==> config.mk <==
export PLATFORM = sky130hd
export DESIGN_NAME = ts_packet_arbiter_flat
export DESIGN_NICKNAME = d
export VERILOG_FILES = /design/src/rtl/ts_packet_arbiter_if.sv /design/src/rtl/ts_packet_arbiter.sv /design/src/flat_wrapper.sv
export SDC_FILE = /design/constraint.sdc
export NUM_CORES = 1
export LEC_CHECK = 0
export ABC_CLOCK_PERIOD_IN_PS = 2100
export CORE_MARGIN = 3
export CORE_UTILIZATION = 47
export CTS_CLUSTER_DIAMETER = 50
export DETAILED_ROUTE_END_ITERATION = 8
export GPL_TIMING_DRIVEN = 0
export HOLD_SLACK_MARGIN = 0.08
export PLACE_DENSITY_LB_ADDON = 0.2
export SLEW_MARGIN = 20
export SYNTH_ARGS = -nofsm -noshare
export SYNTH_HDL_FRONTEND = slang
export SYNTH_SLANG_ARGS = --single-unit
==> constraint.sdc <==
create_clock -name clk -period 2.1 [get_ports clk]
set_input_delay 0.42 -clock clk [delete_from_list [all_inputs] [get_ports clk]]
set_output_delay 0.42 -clock clk [all_outputs]
set_load 0.005 [all_outputs]
==> src/rtl/ts_packet_arbiter_if.sv <==
// Byte-stream handshake bundle between the four synchronized TS sources,
// the packet arbiter (master side) and the downstream output stage.
interface ts_packet_arbiter_if;
  logic [31:0] in_byte;
  logic [3:0]  in_valid;
  logic [3:0]  in_sync;
  logic [3:0]  in_ready;
  logic [7:0]  out_byte;
  logic        out_valid;
  logic        out_ready;
  logic        out_sop;
  logic [1:0]  out_chan;
  logic        abort;

  modport master (
    input  in_byte, in_valid, in_sync, out_ready,
    output in_ready, out_byte, out_valid, out_sop, out_chan, abort
  );

  modport slave (
    output in_byte, in_valid, in_sync, out_ready,
    input  in_ready, out_byte, out_valid, out_sop, out_chan, abort
  );
endinterface

==> src/rtl/ts_packet_arbiter.sv <==
// Packet-level round-robin scheduler merging four TS byte streams into one.
// Optional null-packet insertion on long idle: define TS_ARB_NULL_INSERT_EN.
module ts_packet_arbiter #(
  parameter int PKT_LEN   = 188,
  parameter int TIMEOUT   = 1024,
  parameter int NULL_WAIT = 376
) (
  input  logic                clk,
  input  logic                rst,
  ts_packet_arbiter_if.master bus
);

  if (PKT_LEN < 4 || PKT_LEN > 255 || TIMEOUT < 1 || TIMEOUT > 65535 ||
      NULL_WAIT < 1 || NULL_WAIT > 65535) begin : g_param_check
    $error("ts_packet_arbiter: parameter out of range");
  end

  typedef enum logic [1:0] {
    S_IDLE = 2'd0,
    S_XFER = 2'd1,
    S_NULL = 2'd2
  } state_t;

  state_t      r_state;
  logic [1:0]  r_rr_last;
  logic [1:0]  r_grant;
  logic [7:0]  r_count;
  logic [15:0] r_timer;
  logic [7:0]  r_out_byte;
  logic        r_out_valid;
  logic        r_out_sop;
  logic [1:0]  r_out_chan;
  logic        r_abort;
`ifdef TS_ARB_NULL_INSERT_EN
  logic [15:0] r_idle_cnt;
`endif

  logic [3:0]  w_elig;
  logic        w_found;
  logic [1:0]  w_pick;
  logic [7:0]  w_gbyte;
  logic        w_load_ok;
  logic        w_sync_g;
  logic        w_xfer;
  logic        w_last;
  logic        w_timeout;

  // First eligible channel after 'last'; offset 4 (= last itself) ranks lowest.
  function automatic logic [2:0] rr_pick(input logic [3:0] elig, input logic [1:0] last);
    logic [2:0] res;
    logic [1:0] idx;
    res = 3'b000;
    for (int i = 4; i >= 1; i--) begin
      idx = last + 2'(i);
      if (elig[idx]) res = {1'b1, idx};
    end
    return res;
  endfunction

`ifdef TS_ARB_NULL_INSERT_EN
  function automatic logic [7:0] null_byte(input logic [7:0] idx);
    case (idx)
      8'd0:    return 8'h47;
      8'd1:    return 8'h1F;
      8'd2:    return 8'hFF;
      8'd3:    return 8'h10;
      default: return 8'hFF;
    endcase
  endfunction
`endif

  always_comb begin
    w_elig = '0;
    for (int c = 0; c < 4; c++)
      w_elig[c] = bus.in_sync[c] && bus.in_valid[c] && (bus.in_byte[8*c +: 8] == 8'h47);
  end

  assign {w_found, w_pick} = rr_pick(w_elig, r_rr_last);
  assign w_gbyte   = bus.in_byte[{r_grant, 3'b000} +: 8];
  assign w_load_ok = !r_out_valid || bus.out_ready;
  assign w_sync_g  = bus.in_sync[r_grant];
  // Sync loss gates the accept directly, so a completing byte is refused too.
  assign w_xfer    = (r_state == S_XFER) && w_sync_g && bus.in_valid[r_grant] && w_load_ok;
  assign w_last    = (r_count == 8'(PKT_LEN - 1));
  assign w_timeout = !w_xfer && (r_timer == 16'(TIMEOUT - 1));

  always_comb begin
    bus.in_ready = '0;
    if (r_state == S_XFER && w_sync_g && w_load_ok) bus.in_ready[r_grant] = 1'b1;
  end

  always_ff @(posedge clk or negedge rst) begin
    if (!rst) begin
      r_state     <= S_IDLE;
      r_rr_last   <= 2'd3;
      r_grant     <= 2'd0;
      r_count     <= '0;
      r_timer     <= '0;
      r_out_byte  <= '0;
      r_out_valid <= 1'b0;
      r_out_sop   <= 1'b0;
      r_out_chan  <= '0;
      r_abort     <= 1'b0;
`ifdef TS_ARB_NULL_INSERT_EN
      r_idle_cnt  <= '0;
`endif
    end else begin
      r_abort <= 1'b0;
      if (bus.out_ready) r_out_valid <= 1'b0;
      case (r_state)
        S_IDLE: begin
          r_count <= '0;
          r_timer <= '0;
          if (w_found) begin
            r_grant <= w_pick;
            r_state <= S_XFER;
`ifdef TS_ARB_NULL_INSERT_EN
            r_idle_cnt <= '0;
          end else if (r_idle_cnt == 16'(NULL_WAIT - 1)) begin
            r_idle_cnt <= '0;
            r_state    <= S_NULL;
          end else begin
            r_idle_cnt <= r_idle_cnt + 16'd1;
`endif
          end
        end
        S_XFER: begin
          if (!w_sync_g || w_timeout) begin
            r_abort   <= 1'b1;
            r_rr_last <= r_grant;
            r_state   <= S_IDLE;
          end else if (w_xfer) begin
            r_out_byte  <= w_gbyte;
            r_out_valid <= 1'b1;
            r_out_sop   <= (r_count == 8'd0);
            r_out_chan  <= r_grant;
            r_count     <= r_count + 8'd1;
            r_timer     <= '0;
            if (w_last) begin
              r_rr_last <= r_grant;
              r_state   <= S_IDLE;
            end
          end else begin
            r_timer <= r_timer + 16'd1;
          end
        end
`ifdef TS_ARB_NULL_INSERT_EN
        S_NULL: begin
          if (w_load_ok) begin
            r_out_byte  <= null_byte(r_count);
            r_out_valid <= 1'b1;
            r_out_sop   <= (r_count == 8'd0);
            r_out_chan  <= 2'd0;
            r_count     <= r_count + 8'd1;
            if (w_last) r_state <= S_IDLE;
          end
        end
`endif
        default: r_state <= S_IDLE;
      endcase
    end
  end

  assign bus.out_byte  = r_out_byte;
  assign bus.out_valid = r_out_valid;
  assign bus.out_sop   = r_out_sop;
  assign bus.out_chan  = r_out_chan;
  assign bus.abort     = r_abort;

endmodule

==> src/flat_wrapper.sv <==
// flat-port wrapper written by rule: the top's interface ports become plain ports
module ts_packet_arbiter_flat 
#(
  parameter int PKT_LEN   = 188,
  parameter int TIMEOUT   = 1024,
  parameter int NULL_WAIT = 376
)
  (clk, rst, bus_in_byte, bus_in_valid, bus_in_sync, bus_out_ready, bus_in_ready, bus_out_byte, bus_out_valid, bus_out_sop, bus_out_chan, bus_abort);
  ts_packet_arbiter_if bus_i ();
  input  logic clk;
  input  logic rst;
  input wire logic [$bits(bus_i.in_byte)-1:0] bus_in_byte;
  input wire logic [$bits(bus_i.in_valid)-1:0] bus_in_valid;
  input wire logic [$bits(bus_i.in_sync)-1:0] bus_in_sync;
  input wire logic [$bits(bus_i.out_ready)-1:0] bus_out_ready;
  output wire logic [$bits(bus_i.in_ready)-1:0] bus_in_ready;
  output wire logic [$bits(bus_i.out_byte)-1:0] bus_out_byte;
  output wire logic [$bits(bus_i.out_valid)-1:0] bus_out_valid;
  output wire logic [$bits(bus_i.out_sop)-1:0] bus_out_sop;
  output wire logic [$bits(bus_i.out_chan)-1:0] bus_out_chan;
  output wire logic [$bits(bus_i.abort)-1:0] bus_abort;
  assign bus_i.in_byte = bus_in_byte;
  assign bus_i.in_valid = bus_in_valid;
  assign bus_i.in_sync = bus_in_sync;
  assign bus_i.out_ready = bus_out_ready;
  assign bus_in_ready = bus_i.in_ready;
  assign bus_out_byte = bus_i.out_byte;
  assign bus_out_valid = bus_i.out_valid;
  assign bus_out_sop = bus_i.out_sop;
  assign bus_out_chan = bus_i.out_chan;
  assign bus_abort = bus_i.abort;
  ts_packet_arbiter #(.PKT_LEN(PKT_LEN), .TIMEOUT(TIMEOUT), .NULL_WAIT(NULL_WAIT)) u_core (.clk(clk), .rst(rst), .bus(bus_i));
endmodule
Yosys cells after proc, flatten, opt, wreduce, memory -nomap -nowiden
Index checks and enable logic that the tools add are counted. Widths: inputs -> output; s select.

Bits in registers: 43. Input bits: 43. Output and inout bits: 17.

Add/sub/neg operators: 5. Order comparisons: 6. Equality and inequality tests: 12. Shift-type cells: 1. Multiplexer cells: 39. Bitwise operators: 1. Reductions and logical operators: 30.

Operators with widths (count): $eq 8x7->1 const B (4); $mux 16 (2); $pmux 16 s2 (1); $shiftx 32x6->8 (1); $add 16x1->16 const B (1); $eq 16x10->1 const B (1); $mux 8 (2); $pmux 8 s2 (1); $lt 2x3->1 const B (5); $logic_and 1x1->1 (14); $mux 2 (7); $mux 1 (13); $bmux 1 s2 (6); $mux 3 (4); $reduce_and 3->1 (4); $add 8x1->8 const B (1); $eq 8x8->1 const B (1); $logic_not 8->1 (1); $ne 3x2->1 const B (2); $reduce_bool 2->1 (3); $add 2x2->2 const B (2); $mux 4 (1); $ne 2x1->1 const B (2); $pmux 2 s2 (1); 10 further kinds (14).

Longest topological paths before layout
Gate-level depths: netlist of run 1.

Word-level depth: 10. Depth in mapped cells: 7. Gate-level depth less buffers: 6.

Least setup slack after synthesis of run 1
OpenSTA, ideal clock, no wires.

Path kind: input port to flip-flop. Start: input bus_in_byte[5]. End: register u_core.r_grant[0]. Setup time: 122 ps. Arrival: 1885 ps. Slack: 94 ps. Cell stages on the path: 5. Path through: or4b_1 > nor4b_1 > nand3b_1 > a21o_1 > a32o_1.

Longest elaborated chain between the ends: 9. Elaborated cells between the ends (all ways): 15.

Ends and longest elaborated chain: start: declaration (line flat_wrapper.sv:12) `input wire logic [$bits(bus_i.in_byte)-1:0] bus_in_byte;`; $eq 8x7->1 * (line ts_packet_arbiter.sv:75) `w_elig[c] = bus.in_sync[c] && bus.in_valid[c] && (bus.in_byte[8*c +: 8] == 8'h47);`; $logic_and 1x1->1 * (line ts_packet_arbiter.sv:75); $bmux 1 s2 (line ts_packet_arbiter.sv:55) `if (elig[idx]) res = {1'b1, idx};`; $mux 1 (implied by the code) (line ts_packet_arbiter.sv:55); $mux 3 (3 in series) (line ts_packet_arbiter.sv:55); $mux 3 * (line ts_packet_arbiter.sv:55); $reduce_and 2->1 (no source line); end signal: assignment (line ts_packet_arbiter.sv:115) `r_grant <= w_pick;`; end: declaration (line ts_packet_arbiter.sv:26) `logic [1:0] r_grant;`.

Every way passes the cells marked *; elsewhere a longest branch is shown, timed or not. The select of a mux whose other input is x is not followed. A chain may end at the register's enable or synchronous reset.

Worst setup path after layout of run 1
Start: input bus_in_byte[21]. End: register u_core.r_grant[0].

Same word-level chain as after synthesis.

==> results of run 1 <==
==> power by group through the flow <==
stage	logic [mW]	clock network, mW	registers [mW]
2_1_floorplan	0.134	0	0.852
3_3_place_gp	0.302	0	0.850
3_5_place_dp	0.306	0	0.851
4_1_cts	0.325	0.696	0.835
5_1_grt	0.375	0.735	0.838
6_report	0.349	0.689	0.836
==> area by class of cell <==
class	count	area, um^2	area share
sequential	42	1050	0.279
buffer	14	123	0.0324
clock buffer	5	68.8	0.0182
inverter	5	18.8	0.00496
tap	70	87.6	0.0232
multi-input combinational	216	1610	0.426
timing repair buffer	77	769	0.204
clock inverter	3	48.8	0.0129
==> worst max-delay path, stage by stage <==
cell	delay, ns
clkdlybuf4s50_1	0.43
or4b_4	0.56
nor4b_4	0.30
a21boi_2	0.21
o221ai_1	0.12
a32o_1	0.28
==> repair_timing <==
action	CTS	global route
pin swaps	2	16
endpoints found under the hold margin	12	0
cloned	0	1
endpoints found under the setup margin	22	28
buffers inserted	5	10
resized for setup	32	28
hold buffers	1	0
==> per-layer routing <==
| layer | routed length (um) | global-route usage | vias to the layer above |
|---|---|---|---|
| li1 | - | - | 1199 |
| met1 | 3210 | 0.317 | 1252 |
| met2 | 3910 | 0.400 | 88 |
| met3 | 511 | 0.0477 | 14 |
| met4 | 146 | 0.0709 | 0 |
| met5 | 0 | 0 | - |
==> cell usage after synthesis, types with 2 or more instances <==
cell type	number	area, um^2
nand2_1	51	191
dfrtp_1	40	1000
a21oi_1	17	85.1
nand3_1	17	85.1
nor2_1	17	63.8
nand4_1	11	68.8
mux4_2	10	225
or3_1	9	56.3
clkbuf_1	8	30.0
o21ai_0	8	40.0
a31oi_1	6	37.5
nor3_1	6	30.0
inv_1	5	18.8
mux2i_1	4	40.0
nand2b_1	4	25.0
or4b_1	4	40.0
buf_6	3	33.8
ha_1	3	37.5
nor2b_1	3	18.8
nor4b_2	3	45.0
xnor2_1	3	26.3
a32o_1	2	20.0
and3_4	2	22.5
buf_2	2	10.0
dfstp_2	2	52.6
mux2_1	2	22.5
nand3b_1	2	15.0
nand4b_1	2	17.5
nor4_1	2	12.5
nor4b_1	2	17.5
o221ai_1	2	17.5
o31ai_1	2	15.0
o32ai_1	2	17.5
xor2_1	2	17.5
==> sequential cells by signal (all words and copies together) (netlist names) <==
signal and cells:
u_core.bus.out_valid 1, u_core.r_grant 2, u_core.r_rr_last 2, u_core.r_count 8
u_core.bus.out_sop 1, u_core.bus.abort 1, u_core.bus.out_byte 8, u_core.bus.out_chan 2
u_core.r_timer 16, u_core.r_state 1
==> kinds of logic after synthesis <==
group                      count (synthesis)  share of synthesized area
and+or+nand+nor                          144                      0.298
AOI/OAI and AO/OA                         47                      0.117
DFF                                       42                      0.400
buffers and inverters                     20                     0.0395
muxes                                     17                      0.114
xor gates and xnor gates                   5                     0.0166
adders and majority gates                  3                     0.0143
==> through the flow <==
stage	std cells	TNS, ns	hold slack, ns	worst slack (ns)	area (um^2)
final	432	-0.0151	0.483	-0.0147	3780
after detailed placement	408	-11.47	0.362	-0.636	3320
after CTS	422	-0.0525	0.487	-0.0525	3610
after global placement	407	-34.01	0.458	-0.612	3310
after floorplan	278	0	0.124	0.0935	2630
after global routing	432	-0.316	0.510	-0.0641	3780
==> how the worst max path moves through the flow <==
| stage | end | slack (ns) |
|---|---|---|
| after global placement | u_core.r_grant[0] | -0.61 |
| after CTS | u_core.r_grant[0] | -0.05 |
| after global routing | u_core.r_grant[0] | -0.06 |
| final | u_core.r_grant[0] | -0.01 |
| after floorplan | u_core.r_grant[0] | 0.09 |
| after detailed placement | u_core.r_grant[0] | -0.64 |
==> impl_metrics.ini, run 1 <==
[status]
status = finished, violations left
violations = setup timing

[clock_network]
clock-sinks = 42
numCtsBuffers = 5
ctsLongestPathBuffers = 2
path_clk_slew_ns = 0.10
h-tree-depth = 2
cts_root_buffer = clkbuf_8
cts_tree = built
worstSkewPairLatency_ns = 0.31

[floorplan]
core_um2 = 5270
initial_core_util = 0.499
fp.dieArea_um2 = 6530
io-pin-count = 60
die_y_um = 80.8
die_x_um = 80.8
rows = 26

[detailed_routing]
drt_iter0_markers = 141
first_pass_iters = 4
viasPerCell = 5.91
via_count = 2553
wl_um = 7780
post-route-drc-count = 0
drtAntennaViolNets = 0
wl_per_cell_um = 18.0

[synth]
ys_types = 54
synth_edf_count = 0
syn_area_um2 = 2630
syn_nets = 324
yosysWarnings = 0
ys_seq_area_frac = 0.400
ys.flop_type = dfrtp_1
syn_inst = 278
async_reset_ff_frac = 1.00
ys_seq_elements = 42
syn_area_per_cell_um2 = 9.47

[job]
cap_violations = 0

[worst_setup_path]
critical_path.max_fanout = 3
end_kind = flip-flop
start_kind = primary input
crit_path_start = bus_in_byte[21]
ff2ff_path_depth = 6
reg2reg_from = u_core.r_timer[12]
crit_required_ns = 2.30
crit_type = primary input to flip-flop
arrival_ns = 2.31
r2r_end = u_core.r_timer[0]
reg2reg_slack_ns = 0

[placed_design]
dpl.hpwl_um = 5250
gp_congestion = 0.933
port_buffers = 59

[timing]
drv_slew = 0
finalWorstPathRequiredPeriod_ns = 2.11
grt_setup_unrepaired = yes
layout_setup_ws_ns = -0.0147
timing.final.crit_share = 1.01
skew_ns = 0.0100
finalSetupViolCount = 3
clock.fmax_mhz = 473
hold_viol = 0
max_slew_margin = 0.594
worstMarginPinSlew_ns = 0.601

[hold_path]
hold_end = u_core.bus.out_byte[2]
hp-class = flip-flop to flip-flop
min_from = u_core.bus.out_byte[2]
holdPathStages = 2

[power_and_ir_drop]
power_mw = 1.87
p_sw_frac = 0.262
combPwrFrac = 0.186
powerDensity_nw_per_um2 = 496
irDropWorstVdd_uv = 306
clkPwrFrac = 0.368
seq_power_share = 0.446
internal_power_mw = 1.38
power_leakage_nw = 1.59
p_switching_mw = 0.490

[global_routing]
grt_overflow = 0
track_usage = 0.240
grt_antenna_before_repair = 0
grt_max_degree = 29
grt_pass1_wl_um = 12100
grt_pass1_vias = 2382

[finish]
nFillCells = 419
diodes = 0
num-nets-final = 407
area_delta_synth_final_pct = 43.7
drive_gt1_frac = 0.221
layout_common_cells = 50 x nand2_1, 44 x clkdlybuf4s50_1, 40 x dfrtp_1
final_core_util = 0.717
final_common_cell = nand2_1
No activity file was read; power rests on OpenSTA's default activity.
==> run 2, diff against run 1 <==
Settings changed: SKIP_LAST_GASP set to 1, SLEW_MARGIN 20 to unset.
==> impl_metrics.ini, run 2 (synthesized netlist as in run 1, its figures left out) <==
[finish]
area_delta_synth_final_pct = 43.0
final_common_cell = nand2_1
largest_register_ff_count = 16
diodes = 0
num-nets-final = 407
final_core_util = 0.714
final_area_um2 = 3760
layout_common_cells = 50 x nand2_1, 47 x clkdlybuf4s50_1, 40 x dfrtp_1
drive_gt1_frac = 0.215
regMostFlops = u_core.r_timer
finalNonFillerCells = 432

[placed_design]
dpl.hpwl_um = 5250
placed_area_um2 = 3320
place_inst = 408
gp_congestion = 0.933
port_buffers = 59

[detailed_routing]
wl_um = 7560
drt_iter0_markers = 153
viasPerCell = 5.91
drtAntennaViolNets = 0
via_count = 2553
wl_per_cell_um = 17.5
first_pass_iters = 4
post-route-drc-count = 0

[global_routing]
grt_max_degree = 29
grt_antenna_before_repair = 0
grt_pass1_wl_um = 12100
grt_pass1_vias = 2370
grt_overflow = 0
track_usage = 0.240

[hold_path]
hold_end = u_core.bus.out_byte[6]
hp-class = flip-flop to flip-flop
min_from = u_core.bus.out_byte[6]
holdPathStages = 2

[power_and_ir_drop]
internal_power_mw = 1.38
clkPwrFrac = 0.367
power_leakage_nw = 1.56
p_sw_frac = 0.260
seq_power_share = 0.447
powerDensity_nw_per_um2 = 496
irDropWorstVdd_uv = 317
p_switching_mw = 0.485
combPwrFrac = 0.185
power_mw = 1.87

[timing]
drv_slew = 0
max_slew_margin = 0.596
finalWorstPathRequiredPeriod_ns = 2.11
worstMarginPinSlew_ns = 0.597
clock.fmax_mhz = 475
finalSetupViolCount = 1
skew_ns = 0.0111
timing.final.crit_share = 1.00
hold_viol = 0
tns_ns = -0.00740
layout_setup_ws_ns = -0.00740
grt_setup_unrepaired = yes

[worst_setup_path]
reg2reg_from = u_core.r_timer[12]
critical_path.max_fanout = 4
start_kind = primary input
crit_type = primary input to flip-flop
ff2ff_path_depth = 6
end_kind = flip-flop
reg2reg_slack_ns = 0.01
arrival_ns = 2.30
crit_path_start = bus_in_byte[5]
r2r_end = u_core.r_timer[0]
crit_required_ns = 2.30

[floorplan]
core_um2 = 5270
io-pin-count = 60
initial_core_util = 0.499
rows = 26
die_y_um = 80.8
die_x_um = 80.8
fp.dieArea_um2 = 6530

[clock_network]
ctsLongestPathBuffers = 2
numCtsBuffers = 5
path_clk_slew_ns = 0.09
clock-sinks = 42
worstSkewPairLatency_ns = 0.31
cts_root_buffer = clkbuf_8
cts_tree = built
h-tree-depth = 2

[status]
violations = setup timing
status = finished, violations left

[job]
cap_violations = 0
## run 2: worst max-delay path by stage
stage	end	slack [ns]	depth (start not counted)
after floorplan	u_core.r_grant[0]	0.09	5
after global placement	u_core.r_grant[0]	-0.61	6
after detailed placement	u_core.r_grant[0]	-0.64	6
after CTS	u_core.r_grant[0]	-0.07	6
after global routing	u_core.r_grant[0]	-0.06	6
final	u_core.r_grant[0]	-0.007	6
## run 2: routing by layer
metal / track usage / routed length (um) / part of all wire
met3: 0.0399 / 422 / 0.056
met5: 0 / 0 / 0
met1: 0.324 / 3290 / 0.44
met4: 0.0676 / 117 / 0.015
met2: 0.397 / 3720 / 0.49
## run 2: critical path: stages
cell and delay (ns):
clkdlybuf4s50_1 0.41, or4b_1 0.58, nor4b_4 0.37, nand3b_1 0.12, a21o_1 0.19, a32o_1 0.21
## run 2: layout make-up
type                    count  area [um^2]
clock buffers               5         68.8
plain buffers              13          111
fillers                   417         1510
flip-flops and latches     42         1050
inverters                   5         18.8
well taps                  70         87.6
multi-input cells         216         1600
repair buffers             78          769
clock inverters             3         48.8
## run 2: timing repair
| item | CTS | global route |
|---|---|---|
| pin swaps | 2 | 8 |
| cloned | 0 | 1 |
| gates resized for setup | 29 | 27 |
| endpoints found under the setup margin | 22 | 29 |
| setup buffers | 5 | 11 |
| hold buffers | 1 | 0 |
| endpoints found under the hold margin | 12 | 0 |
## run 2: through the flow
step	setup slack (ns)	hold slack, ns
6_report	-0.00740	0.481
5_1_grt	-0.0593	0.510
4_1_cts	-0.0689	0.487
3_5_place_dp	-0.636	0.362
3_3_place_gp	-0.612	0.458
2_1_floorplan	0.0935	0.124
## run 2: power groups by stage
stage	sequential [mW]	clock, mW	combinational [mW]
floorplan	0.852	0	0.134
global placement	0.850	0	0.302
detailed placement	0.851	0	0.306
CTS	0.835	0.696	0.322
global route	0.837	0.729	0.373
finish	0.835	0.686	0.346
==> run 3, diff against run 2 <==
Settings changed: CORE_ASPECT_RATIO set to 0.5, SLEW_MARGIN set to 5.
==> impl_metrics.ini, run 3 (synthesized netlist as in run 1, its figures left out) <==
[status]
status = finished, violations left
violations = setup timing

[detailed_routing]
wl_um = 8630
post-route-drc-count = 0
drtAntennaViolNets = 0
first_pass_iters = 4
drt_iter0_markers = 214
wl_per_cell_um = 19.7
viasPerCell = 6.13
via_count = 2685

[timing]
max_slew_margin = 0.630
worstMarginPinSlew_ns = 0.556
hold_viol = 0
finalWorstPathRequiredPeriod_ns = 2.14
timing.final.crit_share = 1.02
finalSetupViolCount = 4
clock.fmax_mhz = 467
layout_setup_ws_ns = -0.0416
drv_slew = 0
skew_ns = 0.00479
grt_setup_unrepaired = yes
fin_hold_ws_ns = 0.491

[power_and_ir_drop]
irDropWorstVdd_uv = 270
internal_power_mw = 1.28
combPwrFrac = 0.204
clkPwrFrac = 0.316
powerDensity_nw_per_um2 = 463
power_leakage_nw = 1.62
p_switching_mw = 0.465
seq_power_share = 0.480
power_mw = 1.75
p_sw_frac = 0.266

[floorplan]
die_x_um = 112
initial_core_util = 0.510
rows = 18
fp.dieArea_um2 = 6590
io-pin-count = 60
core_um2 = 5160
die_y_um = 58.9

[worst_setup_path]
reg2reg_slack_ns = -0.02
critical_path.max_fanout = 5
arrival_ns = 2.37
crit_required_ns = 2.33
end_kind = flip-flop
start_kind = primary input
crit_path_start = bus_in_byte[13]
cp-endpoint = u_core.r_grant[0]
r2r_end = u_core.r_timer[1]
crit_type = primary input to flip-flop
ff2ff_path_depth = 6
reg2reg_from = u_core.r_timer[12]

[placed_design]
place_ws_ns = -0.660
dpl.hpwl_um = 5760
port_buffers = 59
gp_congestion = 0.903

[clock_network]
numCtsBuffers = 5
cts_root_buffer = clkbuf_8
worstSkewPairLatency_ns = 0.30
cts_tree = built
ctsLongestPathBuffers = 2
clock-sinks = 42
h-tree-depth = 2
path_clk_slew_ns = 0.08

[finish]
regMostFlops = u_core.r_timer
largest_register_ff_count = 16
layout_common_cells = 50 x nand2_1, 40 x clkdlybuf4s50_1, 40 x dfrtp_1
final_core_util = 0.732
nFillCells = 345
diodes = 0
area_delta_synth_final_pct = 43.4
drive_gt1_frac = 0.223
final_common_cell = nand2_1
num-nets-final = 413

[global_routing]
track_usage = 0.257
grt_pass1_wl_um = 13100
grt_overflow = 0
grt_max_degree = 31
grt_pass1_vias = 2704
grt_antenna_before_repair = 0

[job]
cap_violations = 0

[hold_path]
holdPathStages = 2
hp-class = flip-flop to flip-flop
## run 3: cell count changes in the layout (fill, tap and decap cells not counted), moves of 2 or more
| cell | before | now |
|---|---|---|
| clkdlybuf4s50_1 | 47 | 40 |
| buf_4 | 16 | 22 |
| dlymetal6s2s_1 | 7 | 11 |
| dlygate4sd2_1 | 3 | 6 |
| clkbuf_1 | 2 | 4 |
| or4b_1 | 2 | 0 |
| or4b_4 | 2 | 4 |
## run 3: how the worst min path moves through the flow
stage,startpoint,slack (ns),to
2_1_floorplan,rst,0.12,u_core.bus.abort
3_3_place_gp,u_core.bus.out_byte[2],0.46,u_core.bus.out_byte[2]
3_5_place_dp,rst,0.34,u_core.r_timer[5]
4_1_cts,u_core.bus.out_chan[0],0.49,u_core.bus.out_chan[0]
5_1_grt,u_core.bus.out_byte[2],0.53,u_core.bus.out_byte[2]
6_report,u_core.bus.out_chan[0],0.49,u_core.bus.out_chan[0]
## run 3: power groups by stage
stage	logic, mW	clock network, mW	registers [mW]
2_1_floorplan	0.134	0	0.852
3_3_place_gp	0.301	0	0.852
3_5_place_dp	0.314	0	0.852
4_1_cts	0.334	0.561	0.838
5_1_grt	0.376	0.599	0.841
6_report	0.357	0.553	0.839
## run 3: worst max-delay path, cell delays in order
cell	delay (ns)
clkdlybuf4s50_1	0.47
or4b_4	0.57
nor4b_4	0.27
buf_4	0.19
nor3_1	0.05
a21oi_1	0.18
a32o_2	0.23
## run 3: layout make-up
class                           count  area [um^2]  share of cell area
Sequential cell                    42         1050               0.279
Inverter                            5         18.8             0.00497
Clock buffer                        8         90.1              0.0239
Timing Repair Buffer               82          806               0.214
Buffer                             14          121              0.0322
Multi-Input combinational cell    217         1600               0.423
Tap cell                           70         87.6              0.0232
## run 3: what timing repair did
item                                    in CTS  in global routing
cloned                                       0                  2
buffers inserted                             9                 11
pin swaps                                    9                 12
hold buffers                                 1                  0
hold endpoints to repair                    12                  0
gates resized for setup                     32                 32
endpoints found under the setup margin      14                 31
## run 3: layer usage
| layer | wire length (um) | vias to the layer above | global-route usage |
|---|---|---|---|
| li1 | - | 1211 | - |
| met1 | 3360 | 1300 | 0.319 |
| met2 | 4240 | 153 | 0.442 |
| met3 | 809 | 21 | 0.0585 |
| met4 | 212 | 0 | 0.111 |
| met5 | 0 | - | 0 |
## run 3: per-stage QoR
step	instances	TNS, ns	area [um^2]
global placement	407	-30.89	3310
detailed placement	408	-11.86	3320
floorplan	278	0	2630
finish	438	-0.0888	3770
global route	438	-0.490	3770
CTS	426	-0.278	3590
